## config.mk

```make
export PLATFORM = sky130hd
export DESIGN_NAME = posit_mul_sched_es3_flat
export DESIGN_NICKNAME = d
export VERILOG_FILES = /design/src/rtl/posit_mul_sched_es3_if.sv /design/src/rtl/posit_mul_sched_es3.sv /design/src/flat_wrapper.sv
export SDC_FILE = /design/constraint.sdc
export NUM_CORES = 1
export LEC_CHECK = 0
export BUFFER_PORTS_ARGS = -buffer_cell sky130_fd_sc_hd__buf_2
export CORE_ASPECT_RATIO = 1.75
export CORE_MARGIN = 5
export CORE_UTILIZATION = 36
export CTS_CLUSTER_SIZE = 30
export DETAILED_ROUTE_END_ITERATION = 8
export GPL_TIMING_DRIVEN = 0
export PLACE_DENSITY_LB_ADDON = 0.25
export SYNTH_ARGS = -nofsm -noshare
export SYNTH_HDL_FRONTEND = slang
export SYNTH_SLANG_ARGS = --single-unit
```

## constraint.sdc

```tcl
create_clock -name clk -period 3.6 [get_ports clk]
set_input_delay 0.54 -clock clk [delete_from_list [all_inputs] [get_ports clk]]
set_output_delay 0.54 -clock clk [all_outputs]
set_load 0.02 [all_outputs]
```

## src/rtl/posit_mul_sched_es3_if.sv

```systemverilog
// posit_mul_sched_es3_if: operand, multiplier and result signals of the
// two-requester posit multiplier scheduler.
// value (20b)         = {sgn, inf, zero, scale[8:0] signed, fraction[7:0]}
// value_product (30b) = {sgn, inf, zero, scale[10:0] signed, fraction[15:0]}
interface posit_mul_sched_es3_if;
  localparam int VW = 20;
  localparam int PW = 30;

  logic          a_valid;
  logic          a_ready;
  logic [VW-1:0] a_in1;
  logic [VW-1:0] a_in2;
  logic          b_valid;
  logic          b_ready;
  logic [VW-1:0] b_in1;
  logic [VW-1:0] b_in2;
  logic          mul_valid;
  logic [VW-1:0] mul_in1;
  logic [VW-1:0] mul_in2;
  logic [PW-1:0] mul_result;
  logic          a_res_valid;
  logic          a_res_ready;
  logic [VW-1:0] a_res;
  logic          b_res_valid;
  logic          b_res_ready;
  logic [VW-1:0] b_res;

  modport master (
    output a_valid, a_in1, a_in2, b_valid, b_in1, b_in2, mul_result,
           a_res_ready, b_res_ready,
    input  a_ready, b_ready, mul_valid, mul_in1, mul_in2,
           a_res_valid, a_res, b_res_valid, b_res
  );

  modport slave (
    input  a_valid, a_in1, a_in2, b_valid, b_in1, b_in2, mul_result,
           a_res_ready, b_res_ready,
    output a_ready, b_ready, mul_valid, mul_in1, mul_in2,
           a_res_valid, a_res, b_res_valid, b_res
  );
endinterface

```

## src/rtl/posit_mul_sched_es3.sv

```systemverilog
// posit_mul_sched_es3: round-robin scheduler sharing one LAT-cycle es3 posit
// multiplier between requesters A and B, with credit-protected per-requester
// result FIFOs. Optional macro POSIT_SCALE_SAT_EN saturates the converted
// scale to [-256, 255] instead of truncating it to 9 bits.
module posit_mul_sched_es3 #(
  parameter int LAT   = 4,
  parameter int DEPTH = 4
) (
  input logic                  clk,
  input logic                  reset,
  posit_mul_sched_es3_if.slave bus
);
  localparam int FBITS  = 8;
  localparam int MBITS  = 16;
  localparam int SBITS  = 9;
  localparam int PSBITS = 11;
  localparam int VW     = 3 + SBITS + FBITS;
  localparam int PW     = 3 + PSBITS + MBITS;
  localparam int AW     = $clog2(DEPTH);
  localparam int CW     = AW + 1;
  localparam logic [CW:0] LIMIT = (CW+1)'(DEPTH);

  // value_product -> value: flags copied, fraction keeps its top FBITS bits.
  function automatic logic [VW-1:0] conv(input logic [PW-1:0] p);
    logic signed [PSBITS-1:0] s;
    logic [SBITS-1:0]         so;
    s = p[PW-4 -: PSBITS];
`ifdef POSIT_SCALE_SAT_EN
    if (s > 11'sd255)       so = 9'h0FF;
    else if (s < -11'sd256) so = 9'h100;
    else                    so = s[SBITS-1:0];
`else
    so = s[SBITS-1:0];
`endif
    return {p[PW-1], p[PW-2], p[PW-3], so, p[MBITS-1 -: FBITS]};
  endfunction

  logic          last_b_q;               // last grant went to B
  logic [LAT-1:0] tv_q, tid_q;           // tag pipe: valid / id (1 = B)
  logic [CW-1:0] out_a_q, out_a_d, out_b_q, out_b_d;
  logic [CW-1:0] cnt_a_q, cnt_a_d, cnt_b_q, cnt_b_d;
  logic [AW-1:0] wp_a_q, rp_a_q, wp_b_q, rp_b_q;
  logic [VW-1:0] mem_a_q [DEPTH];
  logic [VW-1:0] mem_b_q [DEPTH];

  logic [CW:0] sum_a, sum_b;
  logic elig_a, elig_b, gnt_a, gnt_b;
  logic wr_a, wr_b, pop_a, pop_b;
  logic [VW-1:0] wdata;

  assign sum_a  = {1'b0, out_a_q} + {1'b0, cnt_a_q};
  assign sum_b  = {1'b0, out_b_q} + {1'b0, cnt_b_q};
  assign elig_a = bus.a_valid && (sum_a < LIMIT);
  assign elig_b = bus.b_valid && (sum_b < LIMIT);
  assign wr_a   = tv_q[LAT-1] && !tid_q[LAT-1];
  assign wr_b   = tv_q[LAT-1] &&  tid_q[LAT-1];
  assign wdata  = conv(bus.mul_result);
  assign pop_a  = bus.a_res_valid && bus.a_res_ready;
  assign pop_b  = bus.b_res_valid && bus.b_res_ready;

  // Round-robin arbitration; reset suppresses any grant in the same cycle.
  always_comb begin
    gnt_a = 1'b0;
    gnt_b = 1'b0;
    if (reset) begin
      gnt_a = 1'b0;
      gnt_b = 1'b0;
    end else if (elig_a && elig_b) begin
      gnt_a = last_b_q;
      gnt_b = !last_b_q;
    end else begin
      gnt_a = elig_a;
      gnt_b = elig_b;
    end
  end

  // Credit counters: in-flight issues and FIFO occupancy per requester.
  always_comb begin
    out_a_d = out_a_q;
    out_b_d = out_b_q;
    cnt_a_d = cnt_a_q;
    cnt_b_d = cnt_b_q;
    if (gnt_a && !wr_a)      out_a_d = out_a_q + CW'(1);
    else if (!gnt_a && wr_a) out_a_d = out_a_q - CW'(1);
    else                     out_a_d = out_a_q;
    if (gnt_b && !wr_b)      out_b_d = out_b_q + CW'(1);
    else if (!gnt_b && wr_b) out_b_d = out_b_q - CW'(1);
    else                     out_b_d = out_b_q;
    if (wr_a && !pop_a)      cnt_a_d = cnt_a_q + CW'(1);
    else if (!wr_a && pop_a) cnt_a_d = cnt_a_q - CW'(1);
    else                     cnt_a_d = cnt_a_q;
    if (wr_b && !pop_b)      cnt_b_d = cnt_b_q + CW'(1);
    else if (!wr_b && pop_b) cnt_b_d = cnt_b_q - CW'(1);
    else                     cnt_b_d = cnt_b_q;
  end

  // Control state: pointer, tag pipe, counters and FIFO pointers.
  always_ff @(posedge clk) begin
    if (reset) begin
      last_b_q <= 1'b1;
      tv_q     <= '0;
      tid_q    <= '0;
      out_a_q  <= '0;
      out_b_q  <= '0;
      cnt_a_q  <= '0;
      cnt_b_q  <= '0;
      wp_a_q   <= '0;
      rp_a_q   <= '0;
      wp_b_q   <= '0;
      rp_b_q   <= '0;
    end else begin
      if (gnt_a)      last_b_q <= 1'b0;
      else if (gnt_b) last_b_q <= 1'b1;
      else            last_b_q <= last_b_q;
      tv_q[0]  <= gnt_a || gnt_b;
      tid_q[0] <= gnt_b;
      for (int i = 1; i < LAT; i++) begin
        tv_q[i]  <= tv_q[i-1];
        tid_q[i] <= tid_q[i-1];
      end
      out_a_q <= out_a_d;
      out_b_q <= out_b_d;
      cnt_a_q <= cnt_a_d;
      cnt_b_q <= cnt_b_d;
      if (wr_a)  wp_a_q <= wp_a_q + AW'(1);
      if (pop_a) rp_a_q <= rp_a_q + AW'(1);
      if (wr_b)  wp_b_q <= wp_b_q + AW'(1);
      if (pop_b) rp_b_q <= rp_b_q + AW'(1);
    end
  end

  // FIFO storage: converted results land at the write pointer of their owner.
  always_ff @(posedge clk) begin
    if (!reset && wr_a) mem_a_q[wp_a_q] <= wdata;
    if (!reset && wr_b) mem_b_q[wp_b_q] <= wdata;
  end

  assign bus.a_ready     = gnt_a;
  assign bus.b_ready     = gnt_b;
  assign bus.mul_valid   = gnt_a || gnt_b;
  assign bus.mul_in1     = gnt_b ? bus.b_in1 : bus.a_in1;
  assign bus.mul_in2     = gnt_b ? bus.b_in2 : bus.a_in2;
  assign bus.a_res_valid = (cnt_a_q != '0);
  assign bus.b_res_valid = (cnt_b_q != '0);
  assign bus.a_res       = mem_a_q[rp_a_q];
  assign bus.b_res       = mem_b_q[rp_b_q];
endmodule

```

## src/flat_wrapper.sv

```systemverilog
// flat-port wrapper written by rule: the top's interface ports become plain ports
module posit_mul_sched_es3_flat 
#(
  parameter int LAT   = 4,
  parameter int DEPTH = 4
)
  (clk, reset, bus_a_valid, bus_a_in1, bus_a_in2, bus_b_valid, bus_b_in1, bus_b_in2, bus_mul_result, bus_a_res_ready, bus_b_res_ready, bus_a_ready, bus_b_ready, bus_mul_valid, bus_mul_in1, bus_mul_in2, bus_a_res_valid, bus_a_res, bus_b_res_valid, bus_b_res);
  posit_mul_sched_es3_if bus_i ();
  input logic clk;
  input logic reset;
  input wire logic [$bits(bus_i.a_valid)-1:0] bus_a_valid;
  input wire logic [$bits(bus_i.a_in1)-1:0] bus_a_in1;
  input wire logic [$bits(bus_i.a_in2)-1:0] bus_a_in2;
  input wire logic [$bits(bus_i.b_valid)-1:0] bus_b_valid;
  input wire logic [$bits(bus_i.b_in1)-1:0] bus_b_in1;
  input wire logic [$bits(bus_i.b_in2)-1:0] bus_b_in2;
  input wire logic [$bits(bus_i.mul_result)-1:0] bus_mul_result;
  input wire logic [$bits(bus_i.a_res_ready)-1:0] bus_a_res_ready;
  input wire logic [$bits(bus_i.b_res_ready)-1:0] bus_b_res_ready;
  output wire logic [$bits(bus_i.a_ready)-1:0] bus_a_ready;
  output wire logic [$bits(bus_i.b_ready)-1:0] bus_b_ready;
  output wire logic [$bits(bus_i.mul_valid)-1:0] bus_mul_valid;
  output wire logic [$bits(bus_i.mul_in1)-1:0] bus_mul_in1;
  output wire logic [$bits(bus_i.mul_in2)-1:0] bus_mul_in2;
  output wire logic [$bits(bus_i.a_res_valid)-1:0] bus_a_res_valid;
  output wire logic [$bits(bus_i.a_res)-1:0] bus_a_res;
  output wire logic [$bits(bus_i.b_res_valid)-1:0] bus_b_res_valid;
  output wire logic [$bits(bus_i.b_res)-1:0] bus_b_res;
  assign bus_i.a_valid = bus_a_valid;
  assign bus_i.a_in1 = bus_a_in1;
  assign bus_i.a_in2 = bus_a_in2;
  assign bus_i.b_valid = bus_b_valid;
  assign bus_i.b_in1 = bus_b_in1;
  assign bus_i.b_in2 = bus_b_in2;
  assign bus_i.mul_result = bus_mul_result;
  assign bus_i.a_res_ready = bus_a_res_ready;
  assign bus_i.b_res_ready = bus_b_res_ready;
  assign bus_a_ready = bus_i.a_ready;
  assign bus_b_ready = bus_i.b_ready;
  assign bus_mul_valid = bus_i.mul_valid;
  assign bus_mul_in1 = bus_i.mul_in1;
  assign bus_mul_in2 = bus_i.mul_in2;
  assign bus_a_res_valid = bus_i.a_res_valid;
  assign bus_a_res = bus_i.a_res;
  assign bus_b_res_valid = bus_i.b_res_valid;
  assign bus_b_res = bus_i.b_res;
  posit_mul_sched_es3 #(.LAT(LAT), .DEPTH(DEPTH)) u_core (.clk(clk), .reset(reset), .bus(bus_i));
endmodule
```

Yosys cells after proc, flatten, opt, wreduce, memory -nomap -nowiden
Memory sizes are Yosys's and may differ from the RTL's. A register that Yosys moved wholly into a read port is not among the register bits.
Cells that the tools add are included.
{"block": "word_totals", "register_bits": 29, "ramBits": 160, "inputBits": 116, "elab_cells": 87, "memories": 2}
{"block": "op_classes", "add_sub_neg": 14, "magnitude_cmp": 2, "n_mux": 24, "reduce_logical": 34}
{"memory": "u_core.mem_a_q", "depth": 4, "word_bits": 20, "read_ports": 1, "rd_clocked_by_memory_dff": 1, "write_ports": 1, "line_no": "posit_mul_sched_es3.sv:43", "text": "logic [VW-1:0] mem_a_q [DEPTH];"}
{"memory": "u_core.mem_b_q", "depth": 4, "word_bits": 20, "read_ports": 1, "rd_clocked_by_memory_dff": 1, "write_ports": 1, "line_no": "posit_mul_sched_es3.sv:44", "text": "logic [VW-1:0] mem_b_q [DEPTH];"}
{"cell": "two-way mux 20 bit", "n": 2}
{"cell": "two-way mux 3 bit", "n": 8}
{"cell": "logical AND 1 bit", "n": 17}
{"cell": "adder 3 x 1 -> 3 bit (second input constant)", "n": 4}
{"cell": "subtractor 3 x 1 -> 3 bit (second input constant)", "n": 4}
{"cell": "two-way mux 1 bit", "n": 10}
{"cell": "nonzero test 2 bit", "n": 5}
{"cell": "zero test 1 bit", "n": 9}
{"cell": "adder 2 x 1 -> 2 bit (second input constant)", "n": 4}
{"cell": "adder 3 x 3 -> 4 bit", "n": 2}
{"cell": "< comparator 4 x 3 -> 1 bit (second input constant)", "n": 2}
{"cell": "two-way mux 2 bit", "n": 4}
{"cell": "nonzero test 3 bit", "n": 2}
{"cell": "logical OR 1 bit", "n": 1}

Logic depth before layout (Yosys ltp)
Gate-level depths: netlist of the first run.
{"block": "logic_depth", "word_depth": 10, "mapped_depth": 13}

Least setup slack after synthesis of the first run
OpenSTA, ideal clock, no wires.
{"block": "synth_path", "path_kind": "reg2reg", "from": "register u_core.cnt_a_q[2]", "to": "register u_core.out_a_q[2]", "setup_time_ps": 71, "arrival_time_ps": 2943, "path_slack_ps": 586, "stages_incl_launch_ff": 11, "period_less_slack_ps": 3014, "cell_sequence": "dfxtp_1 > ha_1 > nor4b_1 > nand2_1 > nor3_1 > ha_1 > inv_1 > fa_1 > xor2_1 > or3_1 > a21oi_1"}
{"block": "synth_via", "elab_chain_cells": 9, "elab_cells_between_ends": 11}
{"element": "start: declaration", "line_no": "posit_mul_sched_es3.sv:41", "text": "logic [CW-1:0] cnt_a_q, cnt_a_d, cnt_b_q, cnt_b_d;"}
{"element": "start signal: assignment", "line_no": "posit_mul_sched_es3.sv:123", "text": "cnt_a_q <= cnt_a_d;"}
{"element": "adder 3 x 3 -> 4 bit (*)", "line_no": "posit_mul_sched_es3.sv:51", "text": "assign sum_a = {1'b0, out_a_q} + {1'b0, cnt_a_q};"}
{"element": "< comparator 4 x 3 -> 1 bit (*)", "line_no": "posit_mul_sched_es3.sv:53", "text": "assign elig_a = bus.a_valid && (sum_a < LIMIT);"}
{"element": "logical AND 1 bit (*)", "line_no": "posit_mul_sched_es3.sv:53"}
{"element": "logical AND 1 bit", "line_no": "posit_mul_sched_es3.sv:68", "text": "end else if (elig_a && elig_b) begin"}
{"element": "two-way mux 1 bit (*)", "line_no": "posit_mul_sched_es3.sv:68"}
{"element": "two-way mux 1 bit (*)", "line_no": "posit_mul_sched_es3.sv:65", "text": "if (reset) begin"}
{"element": "via bus_a_ready", "line_no": "flat_wrapper.sv:20", "text": "output wire logic [$bits(bus_i.a_ready)-1:0] bus_a_ready;"}
{"element": "zero test 1 bit", "line_no": "posit_mul_sched_es3.sv:84", "text": "else if (!gnt_a && wr_a) out_a_d = out_a_q - CW'(1);"}
{"element": "logical AND 1 bit", "line_no": "posit_mul_sched_es3.sv:84"}
{"element": "nonzero test 2 bit (no line)"}
{"element": "end signal: assignment", "line_no": "posit_mul_sched_es3.sv:121", "text": "out_a_q <= out_a_d;"}
{"element": "end: declaration", "line_no": "posit_mul_sched_es3.sv:40", "text": "logic [CW-1:0] out_a_q, out_a_d, out_b_q, out_b_d;"}
Mark *: on every way through the listed nets, which the timed path passes. The rest lies on a longest branch.
A chain may end at the register's enable or synchronous reset.

Worst setup path after layout of the first run
{"block": "layout_path", "from": "register u_core.cnt_b_q[2]", "to": "output port bus_mul_in2[0]"}
{"block": "layout_via", "elab_chain_cells": 7}
{"element": "start: declaration", "line_no": "posit_mul_sched_es3.sv:41"}
{"element": "start signal: assignment", "line_no": "posit_mul_sched_es3.sv:124", "text": "cnt_b_q <= cnt_b_d;"}
{"element": "adder 3 x 3 -> 4 bit (*)", "line_no": "posit_mul_sched_es3.sv:52", "text": "assign sum_b = {1'b0, out_b_q} + {1'b0, cnt_b_q};"}
{"element": "< comparator 4 x 3 -> 1 bit (*)", "line_no": "posit_mul_sched_es3.sv:54", "text": "assign elig_b = bus.b_valid && (sum_b < LIMIT);"}
{"element": "logical AND 1 bit (*)", "line_no": "posit_mul_sched_es3.sv:54"}
{"element": "logical AND 1 bit", "line_no": "posit_mul_sched_es3.sv:68"}
{"element": "two-way mux 1 bit (*)", "line_no": "posit_mul_sched_es3.sv:68"}
{"element": "two-way mux 1 bit (*)", "line_no": "posit_mul_sched_es3.sv:65"}
{"element": "two-way mux 20 bit (*)", "line_no": "posit_mul_sched_es3.sv:142", "text": "assign bus.mul_in2 = gnt_b ? bus.b_in2 : bus.a_in2;"}
{"element": "end: declaration", "line_no": "flat_wrapper.sv:24", "text": "output wire logic [$bits(bus_i.mul_in2)-1:0] bus_mul_in2;"}
Every way passes the cells marked *; elsewhere a longest branch is shown, timed or not.

==> results of run 1 <==
-- report_power, final --
group / switching (mW) / leakage [nW] / internal [mW] / total, mW
Combinational: 0.926 / 1.82 / 0.811 / 1.74
Sequential: 0.0820 / 1.71 / 2.52 / 2.60
Clock: 0.821 / 0.319 / 1.12 / 1.94
Total: 1.83 / 3.85 / 4.45 / 6.28
-- cells by family after synthesis --
logic type | synth area share
simple gates | 0.0359
mux | 0.193
compound gates | 0.00991
xor+xnor | 0.0154
fa+ha+maj | 0.0352
flops | 0.687
buf+inv | 0.0234
-- registers in the layout, summed over array words and instances (netlist names), named ones only --
signal           cells
u_core.tid_q         4
u_core.wp_b_q        2
u_core.out_a_q       3
u_core.rp_a_q        2
u_core.cnt_a_q       3
u_core.wp_a_q        2
u_core.cnt_b_q       3
u_core.mem_b_q      80
u_core.mem_a_q      80
u_core.tv_q          4
u_core.last_b_q      1
u_core.out_b_q       3
u_core.rp_b_q        2
-- cells in the final DEF (no fill, tap or decap) --
| cell | n |
|---|---|
| buf_2 | 193 |
| edfxtp_1 | 160 |
| mux4_2 | 40 |
| mux2_4 | 38 |
| dfxtp_1 | 33 |
| clkbuf_16 | 21 |
| nor2_1 | 19 |
| ha_1 | 16 |
| inv_1 | 12 |
| xor2_1 | 12 |
| nand2_1 | 9 |
| clkbuf_1 | 8 |
| and2_1 | 8 |
| a21oi_1 | 8 |
| or3_1 | 6 |
| nor2b_1 | 6 |
| inv_6 | 5 |
| nand3_1 | 4 |
| buf_12 | 4 |
| mux2i_1 | 4 |
| o21ai_0 | 4 |
| fa_1 | 4 |
| inv_4 | 3 |
| mux2_2 | 2 |
| xnor2_1 | 2 |
| nand2b_1 | 1 |
| nor4b_1 | 1 |
| nor4b_2 | 1 |
| a311o_1 | 1 |
| buf_6 | 1 |
| nor3_1 | 1 |
| a211o_1 | 1 |
| clkinv_4 | 1 |
| clkbuf_8 | 1 |
| bufinv_8 | 1 |
-- through the flow --
step,setup WS (ns),std cells
6_report,0.495,927
5_1_grt,0.320,927
4_1_cts,0.451,927
3_5_place_dp,0.524,895
3_3_place_gp,0.584,895
2_1_floorplan,0.586,410
-- path summary, 6_finish.rpt --
check	end	slack, ns	cells past startpoint
worst max register to register	u_core.out_b_q[2]	0.54	13
worst max-delay path	bus_mul_in2[0]	0.50	8
worst min register to register	u_core.tid_q[1]	0.43	1
worst min-delay path	u_core.mem_a_q[1][7]	0.39	1
-- worst register-to-register path, stage by stage (launching register included) --
cell,delay (ns)
dfxtp_1,0.33
ha_1,0.30
nor4b_2,0.20
nand2_1,0.16
a311o_1,0.37
buf_6,0.16
buf_12,0.15
inv_1,0.08
ha_1,0.18
inv_1,0.06
fa_1,0.37
xor2_1,0.18
or3_1,0.31
a21oi_1,0.14
-- Yosys cell counts --
master | instances | area (sq um)
edfxtp_1 | 160 | 4800
mux4_2 | 40 | 901
mux2_4 | 38 | 571
dfxtp_1 | 33 | 661
nor2_1 | 19 | 71.3
ha_1 | 16 | 200
inv_1 | 12 | 45.0
xor2_1 | 12 | 105
nand2_1 | 9 | 33.8
a21oi_1 | 8 | 40.0
and2_1 | 8 | 50.1
clkbuf_1 | 8 | 30.0
nor2b_1 | 6 | 37.5
or3_1 | 6 | 37.5
buf_12 | 4 | 80.1
buf_2 | 4 | 20.0
fa_1 | 4 | 80.1
mux2i_1 | 4 | 40.0
nand3_1 | 4 | 20.0
o21ai_0 | 4 | 20.0
mux2_2 | 2 | 22.5
xnor2_1 | 2 | 17.5
a211o_1 | 1 | 8.76
a311o_1 | 1 | 10.0
buf_6 | 1 | 11.3
nand2b_1 | 1 | 6.26
nor3_1 | 1 | 5.00
nor4b_1 | 1 | 8.76
nor4b_2 | 1 | 15.0
-- final cells by class --
class,count,share of cell area
Timing Repair Buffer,189,0.0956
Clock buffer,22,0.0545
Sequential cell,193,0.552
Inverter,12,0.00455
Tap cell,296,0.0374
Clock inverter,10,0.00898
Multi-Input combinational cell,188,0.232
Buffer,17,0.0143
-- metal layers --
| layer | GRT usage | vias up | wire length (um) |
|---|---|---|---|
| met4 | 0.0465 | 4 | 237 |
| met3 | 0.0346 | 21 | 1080 |
| li1 | - | 2018 | - |
| met2 | 0.254 | 182 | 9440 |
| met1 | 0.140 | 2140 | 5990 |
| met5 | 0 | - | 21 |
==> results.yml, run 1 <==
place:
  io_buffers: 189
  dpl_cell_area_sq_mm: 0.00927
  dp_hpwl_um: 12000
  gp_congestion: 0.760
min_path:
  min_from: "bus_mul_result[15]"
  holdCritPathClass: "primary input to flop"
floorplanning:
  initial_core_util: 0.362
  die_w_um: 122
  die_h_um: 207
  core_area_sq_mm: 0.0220
  rows: 72
  io_pins: 201
  die-area_sq_mm: 0.0253
clock_tree:
  h-tree-depth: 4
  clockBufferDepth: 2
  clock_sinks: 193
  cts.clk_slew.worst_paths_ns: 0.07
  cts_tree: "built"
  cts_buffers: 17
  cts_hold_buf: 0
  clockRootBuffer: "clkbuf_16"
  clk_latency_ns: 0.43
  post_cts_buffers: 0
  cts_resized: 0
critical_path:
  worstSetupEndpointType: "output port"
  start_kind: "flop"
  slowest_delay_ns: 0.36
  slowest_stage: "a311o_1"
  crit_family: "buffers and inverters"
  critPathRequiredTime_ns: 3.06
  crit_fanout: 10
  r2r_start: "u_core.cnt_b_q[2]"
  worst_ep_arrival_time_ns: 2.56
  crit_buf_inv: 3
  crit_path_cell_trace: "ha_1 -> nor4b_2 -> nand2_1 -> a311o_1 -> buf_6 -> buf_12 -> mux2_4 -> buf_2"
  worstSetupPathType: "flop to output port"
  startpoint: "u_core.cnt_b_q[2]"
global_route:
  grt-ovfl-total: 0
  antenna_found_initial: 3
  grt_pass1_wl_um: 25300
  grt_pass1_vias: 4790
  grtUsageTotal: 0.133
  grt_max_degree: 21
sta:
  min_period_over_period: 0.862
  max-slew-margin-rel: 0.172
  finClkSkew_ns: 0.00936
  fmax_mhz: 322
  worst_slew_pin_slew_ns: 1.24
  whs_ns: 0.387
  finalSetupTns_ns: 0
  fin_crit_ns: 3.10
  drv_slew: 0
  rsz0062_at_grt: "false"
  hold_violations: 0
  setup_viol: 0
cells_and_area:
  syn_to_final_growth_pct: 24.4
  fin_area_sq_mm: 0.00990
  nNetsFinal: 754
  utilization: 0.450
  multi_input_area_sq_mm: 0.00230
  drive_gt1_frac: 0.493
  diodes: 0
  seqCellArea_sq_mm: 0.00547
  fillCellCount: 1968
synthesis:
  yosysSeqAreaShare: 0.687
  syn_nets: 546
  ys_seq_elements: 193
  synthCells: 410
  syn-cell-area_sq_mm: 0.00795
  ys_warn_count: 0
  yosysUniqueCellTypes: 29
  avgSynthCellArea_sq_um: 19.4
power_and_ir_drop:
  ir_drop_v: 0.000349
  p_per_area_mw_per_mm2: 634
  power_mw: 6.28
  leakage_nw: 3.85
route:
  drc_errors: 0
  via_per_inst: 4.71
  drtAntennaViolNets: 0
  routed_wl_um: 16800
  first_pass_iters: 4
  dr_total_vias: 4365
  drtIter0Drc: 224
  wl_per_cell_um: 18.1
run_status:
  status: "completed"
job:
  maxCapViolations: 0
Power figures use the tool's default switching activity.
==> run 2: changes to the inputs <==
--- a/config.mk
+++ b/config.mk
@@ -5,7 +5,7 @@
 export SDC_FILE = /design/constraint.sdc
 export NUM_CORES = 1
 export LEC_CHECK = 0
-export BUFFER_PORTS_ARGS = -buffer_cell sky130_fd_sc_hd__buf_2
+export BUFFER_PORTS_ARGS = -buffer_cell sky130_fd_sc_hd__buf_4
 export CORE_ASPECT_RATIO = 1.75
 export CORE_MARGIN = 5
 export CORE_UTILIZATION = 36
==> results.yml, run 2 (synthesis results as in run 1) <==
cells_and_area:
  nNetsFinal: 754
  drive_gt1_frac: 0.485
  reg_top3: "u_core.mem_a_q x80, u_core.mem_b_q x80"
  fin_cells: 927
  final_common_cell: "buf_4"
  fin_area_sq_mm: 0.0104
  diodes: 0
  mostFrequentLayoutCells: "189 x buf_4, 160 x edfxtp_1, 40 x mux4_2"
  utilization: 0.472
  syn_to_final_growth_pct: 30.4
clock_tree:
  cts_tree: "built"
  cts_resized: 0
  clockBufferDepth: 2
  cts.clk_slew.worst_paths_ns: 0.07
  cts_buffers: 17
  clk_latency_ns: 0.42
  clockRootBuffer: "clkbuf_16"
  post_cts_buffers: 0
  clock_sinks: 193
  h-tree-depth: 4
  cts_hold_buf: 0
critical_path:
  crit_fanout: 10
  r2r_slack_ns: 0.59
  slowest_stage: "a311o_1"
  slowest_delay_ns: 0.36
  r2r-end: "u_core.out_b_q[2]"
  crit_family: "buffers and inverters"
  r2r_start: "u_core.cnt_b_q[2]"
  worstSetupEndpointType: "output port"
  crit_path_cell_trace: "ha_1 -> nor4b_2 -> nand2_1 -> a311o_1 -> buf_6 -> buf_12 -> mux2_4 -> buf_4"
  worst_ep_arrival_time_ns: 2.54
  r2r_cells: 13
  crit_buf_inv: 3
  start_kind: "flop"
  worstSetupPathType: "flop to output port"
  critPathRequiredTime_ns: 3.06
global_route:
  grt_max_degree: 21
  antenna_found_initial: 0
  grt_pass1_wl_um: 25300
  grt-ovfl-total: 0
  grt_pass1_vias: 4866
  grtUsageTotal: 0.134
sta:
  setup_ws_ns: 0.519
  fin_crit_ns: 3.08
  hold_violations: 0
  whs_ns: 0.356
  finalSetupTns_ns: 0
  rsz0062_at_grt: "false"
  drv_slew: 0
  worst_slew_pin_slew_ns: 1.22
  fmax_mhz: 325
  max-slew-margin-rel: 0.185
  setup_viol: 0
  min_period_over_period: 0.856
  finClkSkew_ns: 0.00766
place:
  dpl_worst_slack_ns: 0.558
  dpl_cell_area_sq_mm: 0.00974
  io_buffers: 189
  dp_hpwl_um: 12200
  dp.cells: 895
  gp_congestion: 0.732
min_path:
  min_from: "bus_mul_result[9]"
  holdCritPathClass: "primary input to flop"
  worstHoldEndpoint: "u_core.mem_a_q[2][1]"
  min_path_cells: 1
power_and_ir_drop:
  ir_drop_v: 0.000337
  leakage_nw: 3.98
  power_mw: 6.51
  p_per_area_mw_per_mm2: 628
floorplanning:
  die_w_um: 122
  core_area_sq_mm: 0.0220
  die-area_sq_mm: 0.0253
  rows: 72
  die_h_um: 207
  initial_core_util: 0.362
  io_pins: 201
route:
  drtIter0Drc: 263
  wl_per_cell_um: 18.0
  first_pass_iters: 4
  via_per_inst: 4.64
  drtAntennaViolNets: 0
  routed_wl_um: 16700
  dr_total_vias: 4303
  drc_errors: 0
run_status:
  status: "completed"
job:
  maxCapViolations: 0
## run 2: worst max-delay path by stage
stage                     slack, ns               from           endpoint  depth (start not counted)
after global routing           0.34  u_core.cnt_b_q[2]  u_core.out_b_q[2]                         13
after CTS                      0.47  u_core.cnt_b_q[2]    bus_mul_in1[10]                          8
after floorplan                0.59  u_core.cnt_a_q[2]  u_core.out_a_q[2]                         10
after detailed placement       0.56  u_core.cnt_b_q[2]  u_core.out_b_q[2]                         13
after global placement         0.60  u_core.cnt_b_q[2]  u_core.out_b_q[2]                         13
final                          0.52  u_core.cnt_b_q[2]    bus_mul_in1[10]                          8
## run 2: layout make-up
cell class | instances | area (sq um)
fillers | 1946 | 11600
flip-flops and latches | 193 | 5470
multi-input cells | 188 | 2300
repair buffers | 189 | 1420
clock buffers | 21 | 440
well taps | 296 | 370
clock inverters | 11 | 189
plain buffers | 17 | 141
inverters | 12 | 45.0
## run 2: layer usage
layer	track usage	up-vias	share of wire
met2	0.258	153	0.57
met4	0.0433	0	0.010
met5	0	-	0
met3	0.0382	9	0.067
li1	-	2007	-
met1	0.136	2134	0.35
## run 2: power breakdown
group / switching [mW] / leakage [nW] / total [mW] / internal, mW
clock network: 0.768 / 0.291 / 2.00 / 1.23
registers: 0.0821 / 1.71 / 2.60 / 2.52
logic: 0.939 / 1.98 / 1.91 / 0.973
total: 1.79 / 3.98 / 6.51 / 4.72
